--- src/rtl/vend_pkg.sv ---
// Shared definitions for the multi-item vending controller.
// Holds the coin code constants, the coin-to-unit conversion, the controller
// state type and the greedy change-coin selection used by the dispenser.
package vend_pkg;

    localparam logic [2:0] COIN_5  = 3'b001;
    localparam logic [2:0] COIN_10 = 3'b010;
    localparam logic [2:0] COIN_20 = 3'b101;

    typedef enum logic [1:0] {
        StIdle,
        StCredit,
        StVend,
        StChange
    } vend_state_e;

    // Value of a coin code in 5-rupee units; 0 marks an invalid code.
    function automatic logic [2:0] coin_units(input logic [2:0] code);
        logic [2:0] units;
        case (code)
            COIN_5:  units = 3'd1;
            COIN_10: units = 3'd2;
            COIN_20: units = 3'd4;
            default: units = 3'd0;
        endcase
        return units;
    endfunction

    // Largest coin that does not exceed the remaining credit.
    function automatic logic [2:0] change_select(input int unsigned credit);
        logic [2:0] code;
        if (credit >= 4) begin
            code = COIN_20;
        end else if (credit >= 2) begin
            code = COIN_10;
        end else begin
            code = COIN_5;
        end
        return code;
    endfunction

endpackage

--- src/rtl/vend_change_disp.sv ---
// Greedy change dispenser with a valid/ready handshake.
// Ports:
//   clk_i, rst_i      clock and synchronous active-high reset
//   start_i, load_i   load the amount to pay out (in units) and begin
//   change_ready_i    dispenser driver accepts the offered coin
//   change_valid_o    a coin is offered
//   change_coin_o     offered coin code, stable until accepted; 0 when idle
//   rem_o             amount still to be paid out
//   done_o            the last coin is being accepted this cycle
module vend_change_disp
    import vend_pkg::*;
#(
    parameter int unsigned UNIT_W = 6
) (
    input  logic              clk_i,
    input  logic              rst_i,
    input  logic              start_i,
    input  logic [UNIT_W-1:0] load_i,
    input  logic              change_ready_i,
    output logic              change_valid_o,
    output logic [2:0]        change_coin_o,
    output logic [UNIT_W-1:0] rem_o,
    output logic              done_o
);

    logic              active_q, active_d;
    logic [UNIT_W-1:0] rem_q, rem_d;
    logic [2:0]        coin_code;
    logic [UNIT_W-1:0] coin_val;
    logic              take;

    always_ff @(posedge clk_i) begin
        if (rst_i) begin
            active_q <= 1'b0;
            rem_q    <= '0;
        end else begin
            active_q <= active_d;
            rem_q    <= rem_d;
        end
    end

    always_comb begin
        coin_code = change_select(32'(rem_q));
        coin_val  = UNIT_W'(coin_units(coin_code));
        take      = active_q & change_ready_i;
        // Greedy choice never exceeds rem_q, so equality marks the final coin.
        done_o    = take && (rem_q == coin_val);
        active_d  = active_q;
        rem_d     = rem_q;
        if (start_i) begin
            active_d = (load_i != '0);
            rem_d    = load_i;
        end else if (take) begin
            rem_d = rem_q - coin_val;
            if (done_o) begin
                active_d = 1'b0;
            end
        end
    end

    assign change_valid_o = active_q;
    assign change_coin_o  = active_q ? coin_code : 3'b000;
    assign rem_o          = rem_q;

endmodule

--- src/rtl/vend_fsm_multi.sv ---
// Multi-item coin vending controller.
// Accepts 5/10/20 Rs coins into a credit accumulator (units of 5 Rs), vends a
// selected item at its per-item price and pays change or a cancel refund one
// coin per handshake through vend_change_disp.
// Ports:
//   clock, reset             clock, synchronous active-high reset
//   coin_valid, coin         coin strobe and code
//   sel_valid, sel_item      item selection strobe and index
//   cancel                   refund request strobe
//   change_ready             change dispenser accepts a coin
//   coin_reject, sel_nack    one-cycle refusal pulses
//   vend, vend_item          one-cycle dispense pulse and item index
//   change_valid, change_coin  offered change coin
//   credit                   current credit in units
//   busy                     vending or paying change
//   sold_out                 per-item empty flags
// Optional feature: define VEND_INVENTORY_EN for per-item stock counters.
module vend_fsm_multi
    import vend_pkg::*;
#(
    parameter int unsigned NUM_ITEMS = 4,
    parameter int unsigned UNIT_W = 6,
    parameter int unsigned MAX_CREDIT = 20,
    parameter logic [NUM_ITEMS*UNIT_W-1:0] ITEM_PRICES = {NUM_ITEMS{UNIT_W'(4)}},
    parameter int unsigned STOCK_INIT = 8,
    localparam int unsigned SEL_W = $clog2(NUM_ITEMS)
) (
    input  logic                 clock,
    input  logic                 reset,
    input  logic                 coin_valid,
    input  logic [2:0]           coin,
    input  logic                 sel_valid,
    input  logic [SEL_W-1:0]     sel_item,
    input  logic                 cancel,
    input  logic                 change_ready,
    output logic                 coin_reject,
    output logic                 sel_nack,
    output logic                 vend,
    output logic [SEL_W-1:0]     vend_item,
    output logic                 change_valid,
    output logic [2:0]           change_coin,
    output logic [UNIT_W-1:0]    credit,
    output logic                 busy,
    output logic [NUM_ITEMS-1:0] sold_out
);

    localparam int unsigned SUM_W = UNIT_W + 1;
    localparam logic [SUM_W-1:0] MAX_SUM = SUM_W'(MAX_CREDIT);

    if (MAX_CREDIT >= (2 ** UNIT_W)) begin : g_chk_credit
        $error("MAX_CREDIT does not fit in UNIT_W bits");
    end
    if (NUM_ITEMS < 2 || NUM_ITEMS > 16) begin : g_chk_items
        $error("NUM_ITEMS must be in 2..16");
    end
    if (UNIT_W < 3 || STOCK_INIT < 1) begin : g_chk_widths
        $error("UNIT_W must hold a 20 Rs coin and STOCK_INIT must be nonzero");
    end

    vend_state_e       state_q, state_d;
    logic [UNIT_W-1:0] credit_q, credit_d;
    logic [SEL_W-1:0]  item_q, item_d;
    logic              reject_q, reject_d;
    logic              nack_q, nack_d;

    logic [UNIT_W-1:0] price;
    logic              sel_sold;
    logic              sel_ok;
    logic [SUM_W-1:0]  coin_sum;
    logic              coin_ok;
    logic              disp_start;
    logic              disp_done;
    logic [UNIT_W-1:0] disp_rem;

    // State register.
    always_ff @(posedge clock) begin
        if (reset) begin
            state_q  <= StIdle;
            credit_q <= '0;
            item_q   <= '0;
            reject_q <= 1'b0;
            nack_q   <= 1'b0;
        end else begin
            state_q  <= state_d;
            credit_q <= credit_d;
            item_q   <= item_d;
            reject_q <= reject_d;
            nack_q   <= nack_d;
        end
    end

    // Next-state logic.
    always_comb begin
        price    = '0;
        sel_sold = 1'b0;
        for (int unsigned i = 0; i < NUM_ITEMS; i++) begin
            if (32'(sel_item) == i) begin
                price    = ITEM_PRICES[i*UNIT_W +: UNIT_W];
                sel_sold = sold_out[i];
            end
        end
        sel_ok   = (32'(sel_item) < NUM_ITEMS) && (credit_q >= price) && !sel_sold;
        coin_sum = {1'b0, credit_q} + SUM_W'(coin_units(coin));
        coin_ok  = (coin_units(coin) != 3'd0) && (coin_sum <= MAX_SUM);

        state_d    = state_q;
        credit_d   = credit_q;
        item_d     = item_q;
        reject_d   = 1'b0;
        nack_d     = 1'b0;
        disp_start = 1'b0;

        unique case (state_q)
            StIdle, StCredit: begin
                if (cancel) begin
                    // Cancel owns the cycle even when there is nothing to refund.
                    reject_d = coin_valid;
                    nack_d   = sel_valid;
                    if (credit_q != '0) begin
                        state_d    = StChange;
                        disp_start = 1'b1;
                        credit_d   = '0;
                    end
                end else if (sel_valid) begin
                    reject_d = coin_valid;
                    if (sel_ok) begin
                        state_d  = StVend;
                        credit_d = credit_q - price;
                        item_d   = sel_item;
                    end else begin
                        nack_d = 1'b1;
                    end
                end else if (coin_valid) begin
                    if (coin_ok) begin
                        credit_d = coin_sum[UNIT_W-1:0];
                        state_d  = StCredit;
                    end else begin
                        reject_d = 1'b1;
                    end
                end
            end
            StVend: begin
                reject_d = coin_valid;
                nack_d   = sel_valid;
                if (credit_q != '0) begin
                    // The dispenser takes over the remainder; credit is read from it.
                    state_d    = StChange;
                    disp_start = 1'b1;
                    credit_d   = '0;
                end else begin
                    state_d = StIdle;
                end
            end
            StChange: begin
                reject_d = coin_valid;
                nack_d   = sel_valid;
                if (disp_done) begin
                    state_d = StIdle;
                end
            end
            default: state_d = StIdle;
        endcase
    end

    // Outputs.
    always_comb begin
        vend        = (state_q == StVend);
        vend_item   = vend ? item_q : '0;
        busy        = (state_q == StVend) || (state_q == StChange);
        coin_reject = reject_q;
        sel_nack    = nack_q;
        credit      = (state_q == StChange) ? disp_rem : credit_q;
    end

    vend_change_disp #(
        .UNIT_W (UNIT_W)
    ) u_change_disp (
        .clk_i          (clock),
        .rst_i          (reset),
        .start_i        (disp_start),
        .load_i         (credit_q),
        .change_ready_i (change_ready),
        .change_valid_o (change_valid),
        .change_coin_o  (change_coin),
        .rem_o          (disp_rem),
        .done_o         (disp_done)
    );

`ifdef VEND_INVENTORY_EN
    localparam int unsigned STOCK_W = $clog2(STOCK_INIT + 1);

    logic [STOCK_W-1:0] stock_q [NUM_ITEMS];
    logic [STOCK_W-1:0] stock_d [NUM_ITEMS];

    always_ff @(posedge clock) begin
        if (reset) begin
            for (int unsigned i = 0; i < NUM_ITEMS; i++) begin
                stock_q[i] <= STOCK_W'(STOCK_INIT);
            end
        end else begin
            stock_q <= stock_d;
        end
    end

    always_comb begin
        stock_d = stock_q;
        for (int unsigned i = 0; i < NUM_ITEMS; i++) begin
            if (state_q == StVend && 32'(item_q) == i && stock_q[i] != '0) begin
                stock_d[i] = stock_q[i] - STOCK_W'(1);
            end
        end
    end

    always_comb begin
        sold_out = '0;
        for (int unsigned i = 0; i < NUM_ITEMS; i++) begin
            sold_out[i] = (stock_q[i] == '0);
        end
    end
`else
    assign sold_out = '0;
`endif

endmodule

--- config.mk ---
export PLATFORM = sky130hd
export DESIGN_NAME = vend_fsm_multi
export DESIGN_NICKNAME = d
export VERILOG_FILES = /design/src/rtl/vend_pkg.sv /design/src/rtl/vend_change_disp.sv /design/src/rtl/vend_fsm_multi.sv
export SDC_FILE = /design/constraint.sdc
export NUM_CORES = 1
export LEC_CHECK = 0
export CAP_MARGIN = 20
export CORE_ASPECT_RATIO = 2
export CORE_MARGIN = 5
export CORE_UTILIZATION = 47
export DETAILED_ROUTE_END_ITERATION = 10
export DONT_BUFFER_PORTS = 1
export HOLD_SLACK_MARGIN = 0.08
export SLEW_MARGIN = 20
export SYNTH_ARGS = -nofsm -noshare
export SYNTH_HDL_FRONTEND = slang
export SYNTH_SLANG_ARGS = --single-unit
--- constraint.sdc ---
create_clock -name clock -period 2.96 [get_ports clock]
set_input_delay 0.592 -clock clock [delete_from_list [all_inputs] [get_ports clock]]
set_output_delay 0.592 -clock clock [all_outputs]
set_load 0.01 [all_outputs]
======== Yosys cells after proc, flatten, opt, wreduce, memory -nomap -nowiden ========
Index checks and enable logic that the tools add are counted.
storage, ports and cells
  latch bits .............................. 0
  logic and storage cells ................. 94
  bits in registers ....................... 19
  output and inout bits ................... 20
  bits of input ports ..................... 11
  memories kept ........................... 0
  memory bits (read-only) ................. 0
  RAM bits ................................ 0
cells by class
  reductions and logical operators ........ 16
  equal/unequal tests ..................... 18
  add/subtract/negate cells ............... 3
  bitwise gates (word level) .............. 2
  multiply operators ...................... 0
  mux-type cells .......................... 44
  divide/modulo/power cells ............... 0
  order comparisons ....................... 4
  shift-type cells ........................ 0
operators with widths
  operator            number
  $mux 6              11
  $mux 2              10
  $pmux 3 s3          2
  $mux 1              12
  $mux 3              4
  $ne 4x4->1 const B  3
  $pmux 6 s2          1
  $eq 2x2->1 const B  4
  $reduce_and 4->1    2
  $add 6x3->7         1
  $le 7x5->1 const B  1
  $eq 3x1->1 const B  2
  $eq 3x2->1 const B  2
  $eq 3x3->1 const B  2
  $eq 6x3->1          1
  $ge 6x2->1 const B  1
  $ge 6x3->1 const B  1
  $ge 6x6->1          1
  $pmux 1 s2          3
  $pmux 2 s3          1
  $reduce_bool 2->1   3
  $reduce_bool 6->1   1
  $sub 6x3->6         1
  $sub 6x6->6         1
  12 further kinds    16

======== Logic depth before layout (Yosys ltp) ========
Gate-level depths: netlist (run 1).
  word-level depth ........................ 10
  mapped depth ............................ 10
  depth with buffers taken out ............ 10

======== Hierarchy ========
From an unflattened synthesis (run 1), not the netlist that was laid out.
second synthesis, totals
  cells, all modules ...................... 201
  area total of the unflattened synthesis .. 1571.5 sq um
by module, submodules not included
  module            cells an instance  instances  sequential area each (sq um)  area each (sq um)
  vend_fsm_multi    142                1          240.2                         1077.3
  vend_change_disp  59                 1          140.1                         494.2

======== Worst setup path before layout (run 1) ========
OpenSTA, ideal clock, no wires.
  path kind ............................... input to register
  from .................................... in coin[0]
  to ...................................... reg credit_q[5]
  stages .................................. 10
  arrival ................................. 3040 ps
  path buffers ............................ 0
  required time ........................... 2872 ps
  path slack .............................. -168 ps
  cells stage by stage .................... nor2b_1 -> nor2b_1 -> ha_1 -> fa_1 -> or2_1 -> a221oi_2 -> a22oi_1 -> o31a_1 -> or3_4 -> o32ai_2
on the way
  cells in the longest elaborated chain, start to end .. 8
  elaborated cells on any way between the ends .. 15
ends and longest elaborated chain
  element                                                              RTL line              text
  start: declaration                                                   vend_fsm_multi.sv:31  input logic [2:0] coin,
  $eq 3x3->1 (tied with other cells)                                   vend_pkg.sv:20        case (code)
  $pmux 3 s3 (*)                                                       vend_pkg.sv:20
  parallel branches: the longest is 6 deep, another holds $add 6x3->7  -
  end signal: assignment                                               vend_fsm_multi.sv:85  credit_q <= credit_d;
  end: declaration                                                     vend_fsm_multi.sv:61  logic [UNIT_W-1:0] credit_q, credit_d;
Mark *: on every way between the ends. The select of a mux whose other input is x is not followed.
A chain may end at the register's enable or synchronous reset.

======== Worst setup path in the final report (run 1) ========
Ends and elaborated chain as after synthesis.

==> results of run 1 <==
-- cell families after synthesis --
kind of cell / after synthesis / synth area share (%)
buf+inv: 23 / 7.40
simple gates: 78 / 26.1
flops: 19 / 24.2
other cells: 2 / 0.478
mux: 10 / 6.77
compound gates: 46 / 20.7
fa+ha+maj: 12 / 10.5
xor+xnor: 6 / 3.82
-- placed cells by master, fill, tap and decap left out, drive strengths merged, types with 8 or more instances in the layout --
cell type	n
nor2b	8
nor2	18
ha	10
buf	13
inv	8
o21ai	12
nand3	8
nand2	14
dfxtp	19
a21oi	10
-- sequential cells by signal, summed over array words and instances, names as in the netlist --
signal                        flops
coin_reject                       1
u_change_disp.rem_o               6
item_q                            2
credit_q                          6
state_q                           2
sel_nack                          1
u_change_disp.change_valid_o      1
-- critical path, stage by stage --
cell	delay [ps]
nor2b_4	120
nor2b_4	160
ha_4	140
fa_1	430
or2_1	240
a221oi_2	230
a22oi_2	120
o31a_1	380
or3_4	370
o32ai_2	240
-- timing repair --
| action | in CTS | in global routing |
|---|---|---|
| buffers inserted | 0 | 1 |
| endpoints found under the setup margin | 0 | 5 |
| gates resized for setup | 0 | 4 |
-- synthesized netlist by cell type (all sizes together) (2+ instances only) --
cell type,number
or2,3
o31ai,2
fa,2
nand2,14
mux2i,5
nand2b,4
buf,9
a211oi,3
nor2b,8
and2,5
nand3,8
nand3b,3
o21ai,12
a31oi,3
a21oi,10
dfxtp,19
inv,8
nor4,2
nor2,18
o32ai,3
clkbuf,6
nor3,3
a221oi,2
xor2,5
or3,3
conb,2
nor3b,4
ha,10
mux2,5
-- stage by stage --
step	hold WS (ps)	instances	setup WS (ps)	util (%)	cell area (sq um)
after floorplan	455	199	-47.5	-	1600
after CTS	392	231	82.1	53.0	1690
after detailed placement	495	227	-180	51.5	1650
final	394	232	119	54.0	1720
after global placement	467	227	-81.1	51.5	1650
after global routing	386	232	-19.4	54.0	1720
-- where the power goes --
group | leakage (uW) | switching (uW) | internal [uW]
registers | 0.000155 | 59.8 | 292
clock network | 0.0000255 | 91.6 | 93.8
logic | 0.000560 | 247 | 201
total | 0.000741 | 398 | 587
-- path summary, 6_finish.rpt --
check                                    to  slack [ps]  cells past startpoint
worst max-delay path            credit_q[5]         120                     10
worst min-delay path            credit_q[4]         390                      1
worst max register to register  credit_q[5]         310                      8
worst min register to register    item_q[1]         510                      2
-- layout make-up --
type / instances / area [sq um]
tap: 31 / 38.8
clock buffer: 3 / 41.3
fill: 329 / 1470
timing repair buffer: 13 / 97.6
sequential: 19 / 380
multi-input combinational: 157 / 1130
inverter: 8 / 30.0
clock inverter: 1 / 5.00
-- layer usage --
metal  up-vias  track usage (%)
li1        702                -
met5         -                0
met4         0             8.10
met3         9             3.08
met2        29             33.6
met1       672             18.8
==> flow_summary.json, run 1 <==
{
  "routed_wl_mm": 4.12,
  "hold_path_class": "in -> reg",
  "postSynthAreaPerCell_sq_um": 8.02,
  "overflow": 0,
  "finalSetupTns_ps": 0,
  "rsz0062_at_grt": "true",
  "cts_sinks": 19,
  "grt_antenna_before_repair": 0,
  "synth_edf_count": 0,
  "first_pass_iters": 4,
  "dpl.hpwl_mm": 3.28,
  "numPortBuffers": 0,
  "clock-skew-final_ps": 5.91,
  "clk_pin_slew_ps": 80,
  "drive_gt1_share_pct": 17.4,
  "grt_pass1_vias": 1518,
  "ys_seq_elements": 19,
  "hold_path_startpoint": "reset",
  "cts_buffers": 3,
  "area_delta_synth_final_pct": 9.63,
  "wl_met1_mm": 1.48,
  "timing.fmax_ghz": 0.352,
  "pin_count": 31,
  "slew-limit-headroom_pct": 64.6,
  "die_area_sq_um": 4670,
  "drt-initial-drc-count": 17,
  "status": "completed",
  "hold_buffers": 0,
  "wl_met3_um": 163,
  "grt_use_total_pct": 18.1,
  "die_x_um": 50.9,
  "vias_per_cell": 6.09,
  "ys_seq_area_share_pct": 24.2,
  "min_period_ps": 2840,
  "coreArea_sq_um": 3190,
  "drc": 0,
  "drv_slew": 0,
  "fin_total_pwr_uw": 985,
  "arrival_ps": 3020,
  "yosys_warnings": 0,
  "grt_start_max_net_pins": 21,
  "wl_per_cell_um": 17.8,
  "cp-startpoint": "coin[0]",
  "yosys.area.top_type_share_pct": 24.2,
  "critPathLaunchType": "primary input",
  "insertion_delay_ps": 260,
  "required_ps": 3140,
  "num_vias": 1412,
  "rows": 29,
  "hold_viol": 0,
  "root_buffer": "clkbuf_8",
  "die_h_um": 91.8,
  "synth_cell_types": 51,
  "synth_area_leaders": "dfxtp_1, ha_1, nor2_1, o21ai_0, mux2_2",
  "ant_nets": 0,
  "r2r_start": "credit_q[0]",
  "max-clock-path-buffers": 2,
  "yosys.area.top_type": "dfxtp_1",
  "grt_pass1_wl_mm": 6.82,
  "fin_nets": 225,
  "irDropWorstVdd_mv": 0.468,
  "p_leak_uw": 0.000741,
  "top_layer": "met4",
  "endpoint_kind": "register",
  "htree_levels": 1,
  "syn_inst": 196,
  "cts_tree": "built",
  "synth_area_sq_um": 1570,
  "synth-main-ff-cell": "dfxtp_1",
  "fin_crit_sh_pct": 96.0,
  "gp_congestion": 0.801,
  "diodes": 0,
  "worst_pin_slew_ps": 529,
  "power_density_nw_per_um2": 572,
  "start_util_pct": 49.2,
  "drv_cap": 0,
  "critPathMaxFanout": 6,
  "setup_viol": 0,
  "async_reset_ff_share_pct": 0,
  "met2WireLength_mm": 2.38,
  "path_class": "in -> reg"
}
No activity file was read; power rests on OpenSTA's default activity.
==> inputs of run 2 (changes only) <==
--- a/config.mk
+++ b/config.mk
@@ -6,12 +6,15 @@
 export NUM_CORES = 1
 export LEC_CHECK = 0
 export CAP_MARGIN = 20
+export CELL_PAD_IN_SITES_DETAIL_PLACEMENT = 1
+export CELL_PAD_IN_SITES_GLOBAL_PLACEMENT = 1
 export CORE_ASPECT_RATIO = 2
 export CORE_MARGIN = 5
-export CORE_UTILIZATION = 47
+export CORE_UTILIZATION = 42
 export DETAILED_ROUTE_END_ITERATION = 10
 export DONT_BUFFER_PORTS = 1
 export HOLD_SLACK_MARGIN = 0.08
+export PLACE_DENSITY_LB_ADDON = 0.1
 export SLEW_MARGIN = 20
 export SYNTH_ARGS = -nofsm -noshare
 export SYNTH_HDL_FRONTEND = slang
==> constraint.sdc (replaced) <==
create_clock -name clock -period 2.96 [get_ports clock]
set_input_delay 0.592 -clock clock [delete_from_list [all_inputs] [get_ports clock]]
set_output_delay 0.592 -clock clock [all_outputs]
set_load 0.1 [all_outputs]
==> run 2 against run 1 <==
Non-clock buffer count grew 17. Combinational power rose by 56%. Die area up 10%. Clock power about the same. Worst hold slack worse by 1.1 ps. Largest cell class unchanged. Via count increased by 6.4%. Global-route usage rose by 1.7 points. Clock-buffer cell count unchanged. Sequential share of layout area decreased by 2.9 points. Sequential power increased by 1%. Critical path type unchanged. Sequential cell count unchanged. Critical path depth unchanged.
==> flow_summary.json, run 2 (synthesized netlist as in run 1, its figures left out) <==
{
  "ant_nets": 0,
  "utilization_pct": 54.9,
  "internal_power_uw": 643,
  "final_common_cell": "buf_4",
  "power_density_nw_per_um2": 626,
  "p_leak_uw": 0.000856,
  "grt_start_max_net_pins": 21,
  "path_cells": "nor2b_4 -> nor2b_4 -> ha_4 -> fa_2 -> or2_1 -> a221oi_2 -> a22oi_2 -> o31a_1 -> or3_4 -> o32ai_2",
  "drv_slew": 0,
  "p_switching_uw": 598,
  "vias_per_cell": 5.63,
  "fin_area_sq_um": 1980,
  "grt_pass1_vias": 1654,
  "drv_cap": 0,
  "fin_nets": 242,
  "wl_per_cell_um": 17.5,
  "num_vias": 1503,
  "insertion_delay_ps": 260,
  "start_util_pct": 43.6,
  "endpoint_kind": "register",
  "placed_cell_area_sq_um": 1890,
  "crit_path_max_incr_delay_ps": 430,
  "htree_levels": 1,
  "path_class": "in -> reg",
  "setup_viol": 0,
  "drc": 0,
  "arrival_ps": 3050,
  "fin_crit_sh_pct": 97.1,
  "routed_wl_mm": 4.68,
  "rsz0062_at_grt": "true",
  "critPathLaunchType": "primary input",
  "gp_congestion": 0.765,
  "worst_pin_slew_ps": 935,
  "grt_use_total_pct": 19.9,
  "swShare_pct": 48.2,
  "die_area_sq_um": 5140,
  "irDropWorstVdd_mv": 0.478,
  "layout_common_cells": "buf_4, dfxtp_1, nor2_1",
  "clock-skew-final_ps": 2.25,
  "pin_count": 31,
  "hold_viol": 0,
  "die_h_um": 96.5,
  "required_ps": 3140,
  "seqPwrFrac_pct": 28.7,
  "cts_sinks": 19,
  "dp_slack_ps": -191,
  "slew-limit-headroom_pct": 37.5,
  "critPathMaxFanout": 5,
  "min_period_ps": 2870,
  "combPwrFrac_pct": 56.4,
  "overflow": 0,
  "area_delta_synth_final_pct": 26.1,
  "final_cells": 267,
  "fin_total_pwr_uw": 1240,
  "clk_pin_slew_ps": 70,
  "cts_tree": "built",
  "numPortBuffers": 0,
  "cts_buffers": 3,
  "die_x_um": 53.3,
  "drt-initial-drc-count": 20,
  "cp_num_buf_inv": 0,
  "coreArea_sq_um": 3610,
  "timing.fmax_ghz": 0.348,
  "dp.cells": 259,
  "diodes": 0,
  "pwr-share-clk_pct": 14.9,
  "first_pass_iters": 4,
  "crit_family": "simple AND/OR/NAND/NOR gates",
  "status": "completed",
  "drive_gt1_share_pct": 25.7,
  "crit_slowest_cell": "fa_2",
  "grt_pass1_wl_mm": 7.67,
  "root_buffer": "clkbuf_8",
  "dpl.hpwl_mm": 3.79,
  "grt_antenna_before_repair": 0,
  "crit_path_frequent_cell": "nor2b_4",
  "hold_path_class": "in -> reg",
  "rows": 31,
  "worst_slack_ps": 85.3,
  "max-clock-path-buffers": 2
}
## run 2: cell types whose count changed in the layout (fill, tap and decap cells not counted), sizes merged
cell	before	now
buf	13	30
## run 2: what timing repair did
action                     CTS  global route
setup endpoints to repair    0             1
resized for setup            0             4
buffers inserted             0             4
hold buffers                 0             0
## run 2: worst paths after layout
kind / start / slack (ps) / depth (start not counted) / endpoint
worst max-delay path: coin[0] / 90 / 10 / credit_q[5]
worst min-delay path: reset / 390 / 1 / u_change_disp.rem_o[2]
worst max register to register: credit_q[0] / 310 / 8 / credit_q[5]
worst min register to register: item_q[1] / 510 / 2 / item_q[1]
## run 2: area by class of cell
cell class                 instances  area, sq um
clock inverter                     1         5.00
multi-input combinational        157         1140
fill                             434         1630
sequential                        19          380
tap                               49         61.3
inverter                           8         30.0
clock buffer                       3         41.3
timing repair buffer              30          325
## run 2: stage by stage
step / TNS (ps) / hold WS [ps]
6_report: 0 / 393
5_1_grt: -30.2 / 382
4_1_cts: 0 / 392
3_5_place_dp: -632 / 509
3_3_place_gp: -107 / 469
2_1_floorplan: -2070 / 455
## run 2: power by group through the flow
| stage | clock, uW | combinational [uW] | sequential, uW |
|---|---|---|---|
| after global placement | 0 | 673 | 362 |
| after detailed placement | 0 | 690 | 363 |
| final | 184 | 701 | 356 |
| after global routing | 201 | 761 | 365 |
| after CTS | 188 | 696 | 357 |
| after floorplan | 0 | 505 | 364 |
## run 2: worst reg2reg max path, cell delays in order, from the launching register on
cell and delay [ps]:
dfxtp_1 340, ha_4 170, fa_2 470, or2_1 230
a221oi_2 240, a22oi_2 120, o31a_1 370, or3_4 420
o32ai_2 200
## run 2: routing by layer
layer / vias to the layer above / part of all wire, % / track usage, %
met4: 0 / 2.1 / 6.61
met1: 732 / 35 / 20.3
li1: 736 / - / -
met2: 26 / 60 / 39.3
met3: 9 / 3.0 / 2.15
met5: - / 0 / 0
